### src/rtl/fetch_unit.sv
// fetch_unit: IF stage of the 5-stage MIPS pipeline.
// Holds the fetch PC, drives the instruction-memory address, selects the
// next PC from the D-stage control decision and owns the F/D register.
// Control transfers resolve in D with one delay slot. The delay slot is
// never annulled.
module fetch_unit #(
    parameter logic [31:0] PC_RESET = 32'h0000_3000,
    parameter logic [31:0] IM_BASE  = 32'h0000_3000,
    parameter int          IM_WORDS = 4096
) (
    input  logic        clk,
    input  logic        reset,
    input  logic        stall,
    input  logic [1:0]  npc_op,
    input  logic        flag,
    input  logic [15:0] d_imm16,
    input  logic [25:0] d_imm26,
    input  logic [31:0] d_rs,
    input  logic [31:0] im_instr,
    output logic [31:0] im_addr,
    output logic [31:0] D_instr,
    output logic [31:0] D_pc,
    output logic [31:0] D_pc8,
    output logic        D_adel
);

    localparam logic [1:0] NPC_SEQ    = 2'd0;
    localparam logic [1:0] NPC_BRANCH = 2'd1;
    localparam logic [1:0] NPC_JUMP   = 2'd2;
    localparam logic [1:0] NPC_JR     = 2'd3;

    // Highest legal word address in instruction memory.
    localparam logic [31:0] IM_LAST = IM_BASE + 32'(IM_WORDS * 4) - 32'd4;

    logic [31:0] f_pc;
    logic [31:0] next_pc;
    logic [31:0] seq_pc;
    logic [31:0] branch_off;
    logic [31:0] branch_target;
    logic [31:0] jump_target;
    logic        f_misaligned;
    logic        f_below;
    logic        f_above;
    logic        f_adel;

    assign im_addr = f_pc;

    // Candidate targets. The branch is relative to the delay-slot address
    // (D_pc+4); the jump keeps the region bits of the branch's own PC.
    always_comb begin
        seq_pc        = f_pc + 32'd4;
        branch_off    = {{14{d_imm16[15]}}, d_imm16, 2'b00};
        branch_target = D_pc + 32'd4 + branch_off;
        jump_target   = {D_pc[31:28], d_imm26, 2'b00};
    end

    // Next-PC select from the D-stage decision.
    always_comb begin
        next_pc = seq_pc;
        case (npc_op)
            NPC_SEQ:    next_pc = seq_pc;
            NPC_BRANCH: next_pc = flag ? branch_target : seq_pc;
            NPC_JUMP:   next_pc = jump_target;
            NPC_JR:     next_pc = d_rs;
            default:    next_pc = seq_pc;
        endcase
    end

    // Fetch address error: misaligned or outside the instruction memory.
    // A wrapped PC (0 after FFFF_FFFC) lands below IM_BASE and faults here.
    always_comb begin
        f_misaligned = (f_pc[1:0] != 2'b00);
        f_below      = (f_pc < IM_BASE);
        f_above      = (f_pc > IM_LAST);
        f_adel       = f_misaligned | f_below | f_above;
    end

    // Fetch PC register; stall freezes it, reset wins over stall.
    always_ff @(posedge clk) begin
        if (reset) begin
            f_pc <= PC_RESET;
        end else if (!stall) begin
            f_pc <= next_pc;
        end
    end

    // F/D register; a faulting fetch is squashed to nop but keeps its PC.
    always_ff @(posedge clk) begin
        if (reset) begin
            D_instr <= 32'd0;
            D_pc    <= PC_RESET;
            D_pc8   <= PC_RESET + 32'd8;
            D_adel  <= 1'b0;
        end else if (!stall) begin
            D_instr <= f_adel ? 32'd0 : im_instr;
            D_pc    <= f_pc;
            D_pc8   <= f_pc + 32'd8;
            D_adel  <= f_adel;
        end
    end

endmodule

### config.mk
export PLATFORM = sky130hd
export DESIGN_NAME = fetch_unit
export DESIGN_NICKNAME = d
export VERILOG_FILES = /design/src/rtl/fetch_unit.sv
export SDC_FILE = /design/constraint.sdc
export NUM_CORES = 1
export LEC_CHECK = 0
export BUFFER_PORTS_ARGS = -buffer_cell sky130_fd_sc_hd__buf_2
export CAP_MARGIN = 25
export CORE_AREA = 3 3 132 134
export CTS_CLUSTER_SIZE = 25
export DETAILED_ROUTE_END_ITERATION = 12
export DIE_AREA = 0 0 135 137
export GPL_TIMING_DRIVEN = 0
export MAX_ROUTING_LAYER = met4
export PLACE_DENSITY_LB_ADDON = 0.2
export RECOVER_POWER = 50
export SYNTH_ARGS = -nofsm -noshare
export SYNTH_HDL_FRONTEND = slang
export SYNTH_SLANG_ARGS = --single-unit
### constraint.sdc
create_clock -name clk -period 3.25 [get_ports clk]
set_clock_uncertainty 0.05 [all_clocks]
set_input_delay 0.1625 -clock clk [delete_from_list [all_inputs] [get_ports clk]]
set_output_delay 0.1625 -clock clk [all_outputs]
set_load 0.05 [all_outputs]
# [After elaboration in Yosys (flattened, before gate mapping)]
# Cells that the tools add are included.
[op_classes] addsub=4 n_lt_le_gt_ge=2 eq_ne=3 muxes=3 bitwise_logic=2 reduce_logical=2
[op_table] op="32-bit one-hot mux with 4 select lines" count=1
[op_table] op="32-bit by 3-bit adder with 32-bit output (second input constant)" count=2
[op_table] op="32-bit two-way mux" count=2
[op_table] op="32-bit adder" count=1
[op_table] op="32-bit by 4-bit adder with 32-bit output (second input constant)" count=1
[op_table] op="32-bit by 15-bit greater-than comparator with 1-bit output (second input constant)" count=1
[op_table] op="32-bit by 14-bit less-than comparator with 1-bit output (second input constant)" count=1
[op_table] op="2-bit == test (second input constant)" count=2
[op_table] op="2-bit by 1-bit == test with 1-bit output (second input constant)" count=1
[op_table] op="2-bit logical NOT" count=1
[op_table] op="1-bit OR" count=2
[op_table] op="2-bit nonzero test" count=1
[totals] ff_bits=129 inputBits=112 out_inout_bits=129

# [Depth between registers and ports, before layout]
# Gate-level depths: netlist (run 1).
[logic_depth] word_depth=4 mapped_depth=15 depth_no_buf=14

# [Worst setup path after synthesis (run 1)]
# OpenSTA, ideal clock, no wires.
[synth_timing] path_type="register to register" start="register D_pc[9]" end="register f_pc[28] (netlist: im_addr[28])" setup_time_ps=62 arrival_ps=3002 t_required_ps=3138 setup_slack_ps=137 stages_incl_launch_ff=11 n_path_buf=0 cell_sequence="dfxtp_1 ha_1 ha_1 a2111oi_4 o21ai_2 nand3b_4 a21oi_4 a311oi_4 nor4_1 or4b_1 nand3_1"
[synth_between] elab_chain_cells=4
[synth_lines] item="start: declaration" line_no="22" rtl="output logic [31:0] D_pc,"
[synth_lines] item="start signal: assignment" line_no="96" rtl="D_pc <= f_pc;"
[synth_lines] item="32-bit by 3-bit adder with 32-bit output" line_no="53" rtl="branch_target = D_pc + 32'd4 + branch_off;"
[synth_lines] item="32-bit adder" line_no="53"
[synth_lines] item="32-bit two-way mux" line_no="62" rtl="NPC_BRANCH: next_pc = flag ? branch_target : seq_pc;"
[synth_lines] item="32-bit one-hot mux with 4 select lines" line_no="60" rtl="case (npc_op)"
[synth_lines] item="end signal: assignment" line_no="83" rtl="f_pc <= next_pc;"
[synth_lines] item="end: declaration" line_no="35" rtl="logic [31:0] f_pc;"
# No other way between the ends.
# A chain may end at the register's enable or synchronous reset.

# [Worst setup path after layout (run 1)]
[layout_timing] start="register D_pc[2]" end="register f_pc[25] (netlist: im_addr[25])"
# Same word-level chain as after synthesis.

==> results of run 1 <==
registers in the layout, indices dropped and copies added, names as in the netlist:
signal / flops
D_adel: 1
D_instr: 32
D_pc: 32
im_addr: 32
D_pc8: 29
per-layer routing:
layer  wire [um]  track usage [%]  part of all wire (%)  vias up
met5           0                -                     0        -
met4        1420             15.7                   4.3        0
met3        3410             8.13                    10      123
met2       15200             56.1                    45      544
met1       13400             44.5                    40     4505
li1            -                -                     -     4427
area by class of cell:
class | count | share of cell area (%)
Buffer | 84 | 3.52
Clock buffer | 20 | 4.36
Clock inverter | 11 | 0.795
Inverter | 26 | 0.912
Multi-Input combinational cell | 844 | 51.4
Sequential cell | 126 | 23.6
Tap cell | 220 | 2.57
Timing Repair Buffer | 271 | 12.8
metrics by stage:
stage	instances	setup WS [ps]	hold slack, ps	util (%)
final	1602	110	64.0	65.2
after global routing	1602	-32.8	73.2	65.2
after CTS	1600	14.4	32.1	65.9
after detailed placement	1537	-59.9	351	60.5
after global placement	1536	-62.2	344	60.4
after floorplan	1080	137	257	-
cells by family after synthesis:
| kind of cell | after synthesis | synth area share (%) |
|---|---|---|
| AOI/OAI and AO/OA | 274 | 21.3 |
| xor gates and xnor gates | 62 | 6.42 |
| adders and majority gates | 60 | 8.96 |
| buffers and inverters | 110 | 5.58 |
| DFF | 126 | 29.8 |
| muxes | 56 | 6.89 |
| and+or+nand+nor | 392 | 21.1 |
cell usage after synthesis (7+ instances only):
library cell                 n  share of area [%]
sky130_fd_sc_hd__a21oi_1    93                5.5
sky130_fd_sc_hd__xnor2_1    47                4.9
sky130_fd_sc_hd__o21ai_0    52                3.1
sky130_fd_sc_hd__a221oi_1   13                1.3
sky130_fd_sc_hd__nand2b_1    7               0.52
sky130_fd_sc_hd__buf_2       9               0.53
sky130_fd_sc_hd__ha_1       59                8.7
sky130_fd_sc_hd__nand3_1    27                1.6
sky130_fd_sc_hd__nor4_1     20                1.5
sky130_fd_sc_hd__dfxtp_1   126                 30
sky130_fd_sc_hd__a211oi_1    8               0.71
sky130_fd_sc_hd__a21o_1     11               0.98
sky130_fd_sc_hd__inv_1      24                1.1
sky130_fd_sc_hd__nor3_1     15               0.89
sky130_fd_sc_hd__nand2_1   119                5.3
sky130_fd_sc_hd__a22oi_1    33                2.9
sky130_fd_sc_hd__mux2_2      8                1.1
sky130_fd_sc_hd__mux2i_1    47                5.6
sky130_fd_sc_hd__nand4_1    17                1.3
sky130_fd_sc_hd__clkbuf_1   62                2.8
sky130_fd_sc_hd__nor2_1    148                6.6
sky130_fd_sc_hd__xor2_1     15                1.6
cell usage in the layout (no fill, tap or decap), types with 6 or more instances in the layout:
cell type / Yosys / routed
sky130_fd_sc_hd__o211ai_1: 6 / 6
sky130_fd_sc_hd__and3_1: 6 / 6
sky130_fd_sc_hd__o21ai_0: 52 / 52
sky130_fd_sc_hd__clkbuf_16: 0 / 17
sky130_fd_sc_hd__a221oi_1: 13 / 13
sky130_fd_sc_hd__o21bai_1: 6 / 6
sky130_fd_sc_hd__xnor2_1: 47 / 46
sky130_fd_sc_hd__dlygate4sd3_1: 0 / 32
sky130_fd_sc_hd__xor2_1: 15 / 15
sky130_fd_sc_hd__a211oi_1: 8 / 8
sky130_fd_sc_hd__nand4_1: 17 / 17
sky130_fd_sc_hd__mux2i_1: 47 / 47
sky130_fd_sc_hd__nor4_1: 20 / 20
sky130_fd_sc_hd__nor2_1: 148 / 148
sky130_fd_sc_hd__a21oi_1: 93 / 92
sky130_fd_sc_hd__a22oi_1: 33 / 33
sky130_fd_sc_hd__a21o_1: 11 / 11
sky130_fd_sc_hd__mux2_2: 8 / 8
sky130_fd_sc_hd__clkbuf_1: 62 / 187
sky130_fd_sc_hd__nand2_1: 119 / 119
sky130_fd_sc_hd__ha_1: 59 / 59
sky130_fd_sc_hd__nand3_1: 27 / 27
sky130_fd_sc_hd__buf_2: 9 / 120
sky130_fd_sc_hd__nor3_1: 15 / 15
sky130_fd_sc_hd__dfxtp_1: 126 / 126
sky130_fd_sc_hd__inv_1: 24 / 24
sky130_fd_sc_hd__nand2b_1: 7 / 6
worst reg2reg max path, cell delays in order, from the launching register on:
cell and delay (ps):
sky130_fd_sc_hd__dfxtp_1 360, sky130_fd_sc_hd__inv_1 50, sky130_fd_sc_hd__ha_1 180, sky130_fd_sc_hd__inv_1 60, sky130_fd_sc_hd__ha_1 180, sky130_fd_sc_hd__inv_1 60, sky130_fd_sc_hd__fa_1 370, sky130_fd_sc_hd__nand2b_2 240
sky130_fd_sc_hd__a21oi_4 220, sky130_fd_sc_hd__o2111ai_1 180, sky130_fd_sc_hd__a21bo_1 250, sky130_fd_sc_hd__a21oi_2 210, sky130_fd_sc_hd__xnor2_1 110, sky130_fd_sc_hd__or3_1 400, sky130_fd_sc_hd__o21ai_2 120
worst paths after layout:
| path | start | to | cells after the start |
|---|---|---|---|
| worst max register to register | D_pc[2]$_SDFFE_PP0N_ | im_addr[25]$_SDFFE_PP0N_ | 14 |
| worst min register to register | D_pc8[31]$_SDFFE_PP0N_ | D_pc8[31]$_SDFFE_PP0N_ | 2 |
| worst max-delay path | D_pc[2]$_SDFFE_PP0N_ | im_addr[25]$_SDFFE_PP0N_ | 14 |
| worst min-delay path | d_imm26[22] | im_addr[24]$_SDFFE_PP0N_ | 3 |
where the power goes:
part | switching [uW] | total (uW) | internal (uW) | leakage [uW]
clock | 787 | 1830 | 1040 | 0.000265
combinational | 846 | 1240 | 398 | 0.00314
sequential | 61.2 | 1670 | 1610 | 0.00103
total | 1690 | 4740 | 3050 | 0.00443
timing repair:
action	in CTS	in global routing
pin swaps	0	3
hold buffers	32	0
endpoints found under the setup margin	1	5
resized for setup	2	6
buffers inserted	0	1
endpoints found under the hold margin	32	0
==> results.txt, run 1 <==
- The run finished with clean final reports.
* Primary FF master, synth: sky130_fd_sc_hd__dfxtp_1
- Headroom to the max-slew limit came out at between 30% and 40%.
* Final Total Pwr: about 4700 uW
- Sequential fraction of the synthesis area: between 20% and 30%
- Most frequent CP cell: sky130_fd_sc_hd__inv_1
- Max Clk Rate: approximately 320 MHz
* Antenna Violating Nets Remaining: 0
- Worst Hold Class: in -> reg
- Library cell used as clock root buffer: sky130_fd_sc_hd__clkbuf_16
- The first routing iteration left about 1000 violations.
- Signal arrival time at the worst endpoint: 3430 ps
- Peak fanout along the critical path: 5
- Residual overflow from global routing: 0
* Area enclosed by the die boundary: 18500 sq um
- Worst vdd ir: approximately 0.00042 V
* Count of TritonRoute iterations in the first routing pass: 8
- Total CTS buffers: 17
- Die Y: ~140 um
- Final critical path time including I/O delays and setup: around 3100 ps
- The initial utilization of the core area, before any placement, comes to roughly 52%.
- The largest single stage delay on the critical path is about 400 ps.
* Areal power density over the cells: between 400 and 500 nW/um^2
- STA puts the critical path data required time at roughly 3500 ps.
- For this design the static power due to leakage is 0.00443 uW.
- Number of global-route vias before repair: around 9000
- The clock tree synthesis step divided the H-tree into 4 levels.
* CTS tree: yes
- STA classifies the critical path startpoint as a flip-flop.
- For the pin with the worst max-slew slack, the measured transition is a little under 1000 ps.
- In the final timing run, aggregate negative setup slack is 0 ps.
- The critical path contains buffers and inverters numbering 3 combined.
- Quantity of I/O buffers inserted on ports: between 200 and 250
- Startpoint-to-endpoint class of the critical path: reg -> reg
- Reported max-cap violation count: 0
- After legalization and detailed placement, the total HPWL measured roughly 25000 um.
- Kind of capture point of the worst setup path: flip-flop
* Total standard cell area after synthesis: roughly 8500 sq um
- The max-slew violation count came to 0.
- The layout has around 1600 filler cells.
- Total wire length: approximately 33000 um
- Number of enable-type register cells in the synthesized netlist: 0
- When the netlist entered floorplanning its net count stood at approximately 1300.
- The largest individual stage delay along the critical path comes from the cell sky130_fd_sc_hd__or3_1.
- Number of placement rows: 47
- Post-synthesis sequential element count: 126
* Std-Cell Core Area: between 15000 and 20000 sq um
* Syn Inst Count: 1080
* Synth-to-Final Area Change: 26.5%
* First-pass GRT wire length: a little under 50000 um
- Post-place instance area: 9920 sq um
- Clock-pin slew reported for the worst setup and hold paths after clock tree synthesis: roughly 60 ps
* Final net count: between 1500 and 2000
* Via count: 9599
- Mean instance size in the synthesized netlist: 7.83 sq um
* Final setup violation count: 0
- Final Cycle Share: a little under 100%
- Global routing used 35.8% of the available tracks.
* Reg-to-reg slack, setup: ~110 ps
- Initial antenna violation count: 0
* Family with the most delay on the worst path: compound AO/OA/AOI/OAI gates
- Combined area of the multi-input logic cells: around 5500 sq um
- Share of synthesized registers carrying an async set or reset: 0%
* Number of distinct standard cells referenced by the synthesized netlist: 83
- The later pin in the worst-skew pair is clocked with a latency of around 430 ps.
- Traced cell by cell, the critical path runs through inv_1 -> ha_1 -> inv_1 -> ha_1 -> inv_1 -> fa_1 -> nand2b_2 -> a21oi_4 -> o2111ai_1 -> a21bo_1 -> a21oi_2 -> xnor2_1 -> or3_1 -> o21ai_2.
- The congestion estimate from routability-driven global placement came to roughly 1.0.
* Largest net degree at the start of global routing: 17
- The finished cells cover 10700 sq um.
- TritonCTS Sinks: 126
* Maximum count of clock buffers along a single path: 2
- Number of primary I/O pins: ~240
- The count of endpoints failing hold in the final timing report is 0.
- The floorplan step set the die width to between 100 and 150 um.
- Post-DR wirelength/cell: around 21 um
- Remaining DRCs: 0
- Unrepaired setup endpoints after global routing: yes
- After detailed routing, the number of vias per cell comes to around 6.
* Layout cell share with drive strength beyond 1: 14.0%
- Count of synthesis-stage warnings from yosys: 0
* Sequential cell area: about 2500 sq um
* # diodes: 0
(Power assumes the default switching activity.)
==> run 2: changes to the inputs <==
PLACE_DENSITY = 0.87   (was default)
PLACE_DENSITY_LB_ADDON = default   (was 0.2)
==> run 2 against run 1 <==
Compared with the run above: critical path depth grew 1; critical path type unchanged; via count grew 1.9%; hold slack got worse by 34 ps; clock-buffer cell count did not move; wire length grew 2.1%; core utilization is essentially flat; largest cell class unchanged; sequential cell count did not move; first-iteration DRC count is 22% higher.
==> results.txt, run 2 (synthesis gave the netlist of run 1 again) <==
- Final setup violation count: 0
* Remaining DRCs: 0
- The multi-input combinational cells in the finished layout cover a total of 5510 sq um.
- The detailed router finished its first iteration with 1195 violations.
- # diodes: 0
* Depth of the worst register-to-register path: 15
* Hold-critical path endpoint: im_addr[24]$_SDFFE_PP0N_
- Of the cells placed in the final design, the portion with a size suffix greater than 1 is roughly 14%.
* Signal arrival time at the worst endpoint: roughly 3400 ps
- Together, buffers and inverters on the worst path number 4.
- Number of global-route vias before repair: a little over 9000
* Worst Hold Class: in -> reg
* Clock-pin slew reported for the worst setup and hold paths after clock tree synthesis: 60 ps
* Slew of the pin with the lowest slew margin: between 1000 and 1500 ps
- Global routing consumed, over all layers together, a little under two fifths of the routing resources.
* Quantity of I/O buffers inserted on ports: roughly 240
* Placer's final routability congestion estimate: approximately 1.0
* Die Y: about 140 um
- The routed layout has approximately 9800 vias.
- CTS saw 126 sinks.
* Antenna Violating Nets Remaining: 0
- Entering global routing, the biggest net connects 17 pins.
- The first TritonRoute pass finished after 8 iterations.
- STA classifies the critical path startpoint as a flip-flop.
- Of all nets on the critical path, the largest fanout is 5.
* Crit path largest cell delay: roughly 420 ps
- Sequence of cells on the critical path: inv_1 -> ha_1 -> inv_1 -> ha_1 -> inv_1 -> fa_1 -> nand2b_4 -> a21oi_4 -> o211ai_2 -> a31oi_4 -> or2_1 -> buf_2 -> nor4_1 -> o311a_1 -> o21ai_1
- Fill cells: around 1500
- In this run the critical register-to-register path is captured at im_addr[31]$_SDFFE_PP0N_.
* Die X: roughly 140 um
- Final Cycle Share: a little over nine tenths
* Max Clk Rate: 323 MHz
* Most frequent CP cell: sky130_fd_sc_hd__inv_1
- The finished cells cover between 10000 and 15000 sq um.
* Final critical path time including I/O delays and setup: 3100 ps
- Along the worst hold path, the cell count comes to 3.
- The run finished with clean final reports.
- Clock Power Share: between 30 and 40%
- Area enclosed by the die boundary: approximately 18000 sq um
- Total wire length: 34100 um
* Number of placement rows: 47
* Sequential cell fraction of total power: between 30% and 40%
- The initial antenna violation count was 0.
- The startpoint identified for the worst register-to-register timing path is D_pc[2]$_SDFFE_PP0N_.
* Core occupancy in the finished layout: roughly two thirds
- Switching portion of total power: 35.6%
- Pin placement for this block handled roughly 240 I/O pins.
* Net Sw Power: between 1500 and 2000 uW
* Total CTS buffers: 17
- Library cell used as clock root buffer: sky130_fd_sc_hd__clkbuf_16
- Timing startpoint of the critical path: D_pc[2]$_SDFFE_PP0N_
- The total overflow left after global routing is 0.
- Design internal power: around 3000 uW
- Across the VDD grid, the largest voltage drop is between 0.0004 and 0.0005 V.
- Hold Path Origin: d_imm26[22]
* Post-DR wirelength/cell: about 21 um
- Starting density of the core: 51.6%
- After detailed placement, the total cell area comes to ~9900 sq um.
* Reported leakage power: between 0.004 and 0.005 uW
- Grouping stages by cell kind, the critical path spends the most delay in compound AO/OA/AOI/OAI gates.
- The tool flagged a number of max-cap violations equal to 0.
- Data required, critical path: approximately 3600 ps
* First-pass GRT wire length: 51100 um
- The worst setup path is of the reg -> reg kind.
- Relative to the synthesized area, the layout overhead comes to 26.6%.
* Hold violation count in the final report: 0
- Most common cell after layout, fill and taps aside: sky130_fd_sc_hd__clkbuf_1
- Per report_power, the combinational group accounts for between 20% and 30% of the total.
* Commonest cells after routing, fill and taps aside: sky130_fd_sc_hd__clkbuf_1 (191), sky130_fd_sc_hd__nor2_1 (148), sky130_fd_sc_hd__dfxtp_1 (125), sky130_fd_sc_hd__nand2_1 (119), sky130_fd_sc_hd__buf_2 (118)
- The max-slew violation count is 0.
- Slowest cell on the critical path: sky130_fd_sc_hd__o311a_1
* Max transition margin: 30.2%
- For the worst-skew pair, the clock arrives at the later sink with an insertion delay of 440 ps.
* H-Tree Depth: 4
- Kind of capture point of the worst setup path: flip-flop
- Detailed-placement wirelength estimate: about 25000 um
- Setup repair after global routing left no endpoint under its margin.
- In this run the deepest clock path goes through 2 buffers.
- Final net count: 1542
* Areal power density over the cells: between 400 and 500 nW/um^2
* Sequential cell area: between 2000 and 3000 sq um
* Average via count per standard cell: approximately 6.1
- Setup slack on the worst reg-to-reg path comes out at about 150 ps.
* Std-Cell Core Area: approximately 16000 sq um
- CTS tree: yes
==> run 2: cell types whose count changed in the layout (fill, tap and decap cells not counted), sizes merged <==
| cell | previous run | this run |
|---|---|---|
| clkbuf | 211 | 212 |
| inv | 28 | 26 |
| clkinv | 6 | 10 |
| clkinvlp | 3 | 1 |
| bufinv | 0 | 1 |
| buf | 132 | 131 |
==> run 2: worst register-to-register path, stage by stage, from the launching register on <==
cell and delay, ps:
sky130_fd_sc_hd__dfxtp_2 350, sky130_fd_sc_hd__inv_1 50, sky130_fd_sc_hd__ha_1 170, sky130_fd_sc_hd__inv_1 50, sky130_fd_sc_hd__ha_1 180, sky130_fd_sc_hd__inv_1 60, sky130_fd_sc_hd__fa_1 400, sky130_fd_sc_hd__nand2b_4 190
sky130_fd_sc_hd__a21oi_4 230, sky130_fd_sc_hd__o211ai_2 150, sky130_fd_sc_hd__a31oi_4 210, sky130_fd_sc_hd__or2_1 140, sky130_fd_sc_hd__buf_2 180, sky130_fd_sc_hd__nor4_1 70, sky130_fd_sc_hd__o311a_1 420, sky130_fd_sc_hd__o21ai_1 130
==> run 2: timing repair <==
item                       in CTS  in global routing
pin swaps                       0                  2
setup buffers                   0                  2
setup endpoints to repair       3                  6
resized for setup               2                  7
hold endpoints to repair       32                  0
hold buffers                   32                  0
==> run 2: power by group through the flow <==
stage,combinational [uW],sequential [uW],clock (uW)
after floorplan,605,1920,0
after global placement,1180,1700,0
after detailed placement,1190,1700,0
after CTS,1230,1670,1850
after global routing,1330,1680,1930
final,1250,1670,1870
==> run 2: layout make-up <==
| class | count | share of cell area [%] |
|---|---|---|
| buffer | 84 | 3.49 |
| multi-input combinational | 844 | 51.5 |
| clock inverter | 12 | 1.06 |
| inverter | 26 | 0.911 |
| sequential | 126 | 23.6 |
| timing repair buffer | 271 | 12.7 |
| clock buffer | 20 | 4.17 |
| tap | 220 | 2.57 |
==> run 2: worst max path at each step <==
stage	to	slack, ps	cells past startpoint
global route	im_addr[28]$_SDFFE_PP0N_	7	10
detailed placement	im_addr[31]$_SDFFE_PP0N_	-120	15
global placement	im_addr[31]$_SDFFE_PP0N_	-20	15
CTS	im_addr[31]$_SDFFE_PP0N_	20	15
floorplan	im_addr[28]$_SDFFE_PP0N_	140	10
finish	im_addr[31]$_SDFFE_PP0N_	150	15
==> run 2: through the flow <==
step	setup slack, ps	total power [uW]	cells	hold slack (ps)	setup TNS, ps
2_1_floorplan	137	2520	1080	257	0
3_3_place_gp	-20.0	2880	1536	342	-20.0
3_5_place_dp	-123	2890	1537	352	-250
4_1_cts	15.2	4750	1601	9.35	0
5_1_grt	6.70	4930	1603	40.5	0
6_report	150	4790	1603	29.9	0
==> run 2: per-layer routing <==
layer | vias up | wire length [um] | GRT usage, %
met1 | 4582 | 13300 | 46.1
met2 | 619 | 15800 | 58.9
met3 | 130 | 3620 | 6.47
li1 | 4447 | - | -
met4 | 0 | 1450 | 15.8
met5 | - | 0 | -
==> run 3: changes to the inputs <==
ABC_AREA = 1   (was default)
CORE_AREA = 3 3 135 137   (was 3 3 132 134)
DIE_AREA = 0 0 138 140   (was 0 0 135 137)
PLACE_DENSITY = 0.89   (was 0.87)
==> run 3 against run 2 <==
Compared with the run above: via count grew 19%; total power grew 8.1%; maximum frequency grew 5.1%; first-iteration DRC count grew 24%; hold slack lost 14 ps; highest routed layer unchanged; die area grew 4.5%; wire length grew 21%; clock-buffer cell count shrank 2; clock power grew 5%; global-route usage grew 5.3 points; design area grew 8.3%; cell count grew 24%.
==> results.txt, run 3 <==
- Status: completed
- Mean instance size in the synthesized netlist: approximately 6.4 sq um
- The share of total power dissipated in the clock network is between 30 and 40%.
- Counting flops and latches in the post-synthesis netlist gives ~130.
- Number of primary I/O pins: about 240
* Most common cell in the synthesized netlist: sky130_fd_sc_hd__nand2_1
- In the final routed layout, each cell accounts on average for 20.7 um.
- Yosys mapped the design onto between 50 and 60 distinct sky130hd cell types.
* Startpoint-to-endpoint class of the critical path: reg -> reg
* Antenna Violating Nets Remaining: 0
- Along the worst path, the maximum fanout reaches 6.
- Count of synthesis-stage warnings from yosys: 0
- Combined area of the multi-input logic cells: approximately 5700 sq um
* Die X: between 100 and 150 um
- Startpoint class of the critical path: flip-flop
- Placer's final routability congestion estimate: ~1.0
- Kind of capture point of the worst setup path: flip-flop
* Max Clk Rate: roughly 340 MHz
- In this run the cell area of the synthesized design comes to a little over 9000 sq um.
- The top cell types in the final layout, fill and taps aside, are sky130_fd_sc_hd__nand2_1 (390), sky130_fd_sc_hd__inv_1 (219), sky130_fd_sc_hd__clkbuf_1 (149), sky130_fd_sc_hd__dfxtp_1 (126), sky130_fd_sc_hd__nor2_1 (126).
- The die covers between 15000 and 20000 sq um.
* Sequential cell area: 2520 sq um
- In the synthesized netlist the dominant register cell turns out to be sky130_fd_sc_hd__dfxtp_1.
- Synth-to-Final Area Change: 24.1%
* Setup TNS Final: 0 ps
- After the last flow step, the layout net total stands at around 1900.
- The max-slew violation count is 0.
- Library cell used as clock root buffer: sky130_fd_sc_hd__clkbuf_16
- Dividing the detail-routed via count by the number of cells gives roughly 6.
* Total instance count after detailed placement: 1922
- Tracing the worst setup path back leads to its startpoint at D_pc[3]$_SDFFE_PP0N_.
* Clock-pin slew reported for the worst setup and hold paths after clock tree synthesis: about 70 ps
- The first global-routing pass estimated just over 60000 um of wire.
- For this run, the number of standard cells in the final layout without fillers is roughly 2000.
- The cell count after synthesis came out at 1459.
- Areal power density over the cells: between 400 and 500 nW/um^2
- After synthesis, the largest area contributor takes up a little over a quarter of total cell area.
- Worst Hold Class: in -> reg
* Fill cells: between 1500 and 2000
- Sequential fraction of the synthesis area: 27.0%
* Number of placement rows: 48
* Largest net degree at the start of global routing: 17
- Summed over all cells, the static leakage comes to between 0.005 and 0.006 uW.
- In this design, the critical path's most frequently occurring cell is sky130_fd_sc_hd__nand3_1.
* Number of enable-type register cells in the synthesized netlist: 0
* Final setup violation count: 0
- Remaining DRCs: 0
- Switching portion of total power: between 30% and 40%
- Of the cells placed in the final design, the portion with a size suffix greater than 1 is 15.2%.
* Total routing resource utilization after global routing: ~42%
- In this run, flip-flops and latches consume about a third of the power.
- Count of TritonRoute iterations in the first routing pass: 7
- Number of global-route vias before repair: 10858
- Die Y: between 100 and 150 um
* TritonCTS Sinks: between 100 and 150
- Sequence of cells on the critical path: ha_1 -> ha_1 -> inv_1 -> fa_1 -> inv_1 -> nand3_1 -> nand3_1 -> nand3_1 -> nand3_1 -> nand2_1 -> nand3_1 -> nand3_1 -> nand2_1 -> nand4_1 -> nand2_1 -> inv_1
- For this run, the slowest stage of the critical path takes roughly 420 ps.
- The core region is 17200 sq um.
- Of all cell types, the one taking the most synthesized area is sky130_fd_sc_hd__dfxtp_1.
* Reported max-cap violation count: 0
* Count of cells resized by post-cts repair: 0
- Quantity of I/O buffers inserted on ports: approximately 240
* Hold-fix buffers, CTS: 34
* Starting density of the core: 54.4%
- By area the synthesized netlist is led by sky130_fd_sc_hd__dfxtp_1 (27%), sky130_fd_sc_hd__nand2_1 (16%), sky130_fd_sc_hd__inv_1 (8.8%).
* Detailed-placement wirelength estimate: between 20000 and 30000 um
- Signal arrival time at the worst endpoint: roughly 3200 ps
* Final Cycle Share: approximately 90%
* Slew of the pin with the lowest slew margin: 974 ps
- The startpoint identified for the worst register-to-register timing path is D_pc[3]$_SDFFE_PP0N_.
- Design internal power: between 3000 and 4000 uW
- When the netlist entered floorplanning its net count stood at 1631.
- Clock tree synthesis inserted a total of 17 buffers.
- Capture point of the worst reg-to-reg path: im_addr[31]$_SDFFE_PP0N_
- For the worst-skew pair, the clock arrives at the later sink with an insertion delay of approximately 440 ps.
* Worst vdd ir: roughly 0.00038 V
- Crit path to: im_addr[31]$_SDFFE_PP0N_
* Maximum count of clock buffers along a single path: 2
- Final critical path time including I/O delays and setup: 2950 ps
- For this block, the initial DRC count from the detailed router was roughly 1500.
- Max transition margin: 35.1%
- Hold violation count in the final report: 0
- Leaving out fill and tap cells, the most frequent cell in the layout is sky130_fd_sc_hd__nand2_1.
- For this design the total switching power over the nets is 1990 uW.
- Via count: between 10000 and 15000
- The initial antenna violation count came to 2.
* Reg-to-reg slack, setup: 300 ps
- Share of synthesized registers carrying an async set or reset: 0%
- Summed over all layers, the routed wires come to between 40000 and 50000 um.
- Depth of the worst register-to-register path: 16
- Once the clock tree was built, the setup fixing pass inserted 0 buffers.
- Slowest cell on the critical path: sky130_fd_sc_hd__fa_1
- The H-tree was split into 4 levels.
* CTS tree: yes
- Data required, critical path: ~3500 ps
- Summed over all layers, the global routing overflow is 0.
- Setup repair after global routing left no endpoint under its margin.
* Logic pwr share: 28.3%
- Top cells by instance count after synthesis: sky130_fd_sc_hd__nand2_1 (390), sky130_fd_sc_hd__inv_1 (219), sky130_fd_sc_hd__dfxtp_1 (126), sky130_fd_sc_hd__nor2_1 (126), sky130_fd_sc_hd__a21oi_1 (99)
==> run 3: cell types whose count changed after synthesis, moves of 16 or more <==
cell | before | now
sky130_fd_sc_hd__a22o_1 | 1 | 17
sky130_fd_sc_hd__nand2_1 | 119 | 390
sky130_fd_sc_hd__nand2_2 | 0 | 35
sky130_fd_sc_hd__a21oi_2 | 1 | 29
sky130_fd_sc_hd__clkbuf_1 | 62 | 34
sky130_fd_sc_hd__nor2_1 | 148 | 126
sky130_fd_sc_hd__a22oi_1 | 33 | 2
sky130_fd_sc_hd__nor4_1 | 20 | 3
sky130_fd_sc_hd__xnor2_1 | 47 | 6
sky130_fd_sc_hd__nand3_1 | 27 | 67
sky130_fd_sc_hd__inv_1 | 24 | 219
sky130_fd_sc_hd__mux2i_1 | 47 | 0
sky130_fd_sc_hd__o21ai_0 | 52 | 93
==> run 3: area by class of cell <==
| class | count | area share [%] |
|---|---|---|
| Clock inverter | 13 | 1.22 |
| Sequential cell | 126 | 21.8 |
| Clock buffer | 18 | 3.79 |
| Timing Repair Buffer | 272 | 12.0 |
| Buffer | 53 | 2.54 |
| Inverter | 229 | 7.41 |
| Multi-Input combinational cell | 1051 | 48.9 |
| Antenna cell | 2 | 0.0432 |
| Tap cell | 225 | 2.43 |
==> run 3: critical path, delay by kind of cell (launching register included) <==
kind | cells | cell delay (ps)
and+or+nand+nor | 10 | 1230
buffers and inverters | 3 | 220
DFF | 1 | 370
adders and majority gates | 3 | 950
==> run 3: power groups by stage <==
stage / combinational [uW] / clock, uW / sequential, uW
floorplan: 692 / 0 / 2030
global placement: 1380 / 0 / 1770
detailed placement: 1400 / 0 / 1770
CTS: 1440 / 1890 / 1740
global route: 1570 / 2000 / 1760
finish: 1470 / 1960 / 1750
==> run 3: worst min-delay path by stage <==
| stage | start | end | slack [ps] | cells past startpoint |
|---|---|---|---|---|
| final | d_rs[12] | im_addr[12]$_SDFFE_PP1N_ | 20 | 5 |
| after floorplan | im_instr[22] | D_instr[22]$_SDFFE_PP0N_ | 250 | 2 |
| after detailed placement | im_instr[27] | D_instr[27]$_SDFFE_PP0N_ | 370 | 3 |
| after global placement | im_instr[18] | D_instr[18]$_SDFFE_PP0N_ | 360 | 3 |
| after CTS | d_rs[4] | im_addr[4]$_SDFFE_PP0N_ | 20 | 3 |
| after global routing | d_rs[12] | im_addr[12]$_SDFFE_PP1N_ | 30 | 5 |
==> run 3: cell families (layout without fill, tap and decap cells) <==
group | after synthesis | in the layout | synth area share (%)
simple gates | 684 | 684 | 31.9
buf+inv | 282 | 585 | 12.3
compound gates | 272 | 272 | 17.3
flops | 126 | 126 | 27.0
fa+ha+maj | 60 | 60 | 8.12
xor+xnor | 35 | 35 | 3.28
other cells | 0 | 2 | 0
==> run 3: metrics by stage <==
| stage | total power [uW] | cell area (sq um) | hold WS, ps | utilization [%] | setup slack (ps) |
|---|---|---|---|---|---|
| 2_1_floorplan | 2720 | 9340 | 249 | - | 595 |
| 3_3_place_gp | 3150 | 10800 | 361 | 63.0 | 439 |
| 3_5_place_dp | 3170 | 10800 | 367 | 63.0 | 403 |
| 4_1_cts | 5070 | 11700 | 19.7 | 68.3 | 383 |
| 5_1_grt | 5330 | 11600 | 31.6 | 67.5 | 88.3 |
| 6_report | 5180 | 11600 | 16.3 | 67.5 | 300 |
==> run 3: per-layer routing <==
layer / up-vias / share of wire (%) / track usage [%]
met1: 5236 / 38 / 51.4
li1: 5262 / - / -
met2: 933 / 43 / 65.1
met3: 225 / 12 / 9.80
met5: - / 0 / -
met4: 0 / 7.0 / 22.5
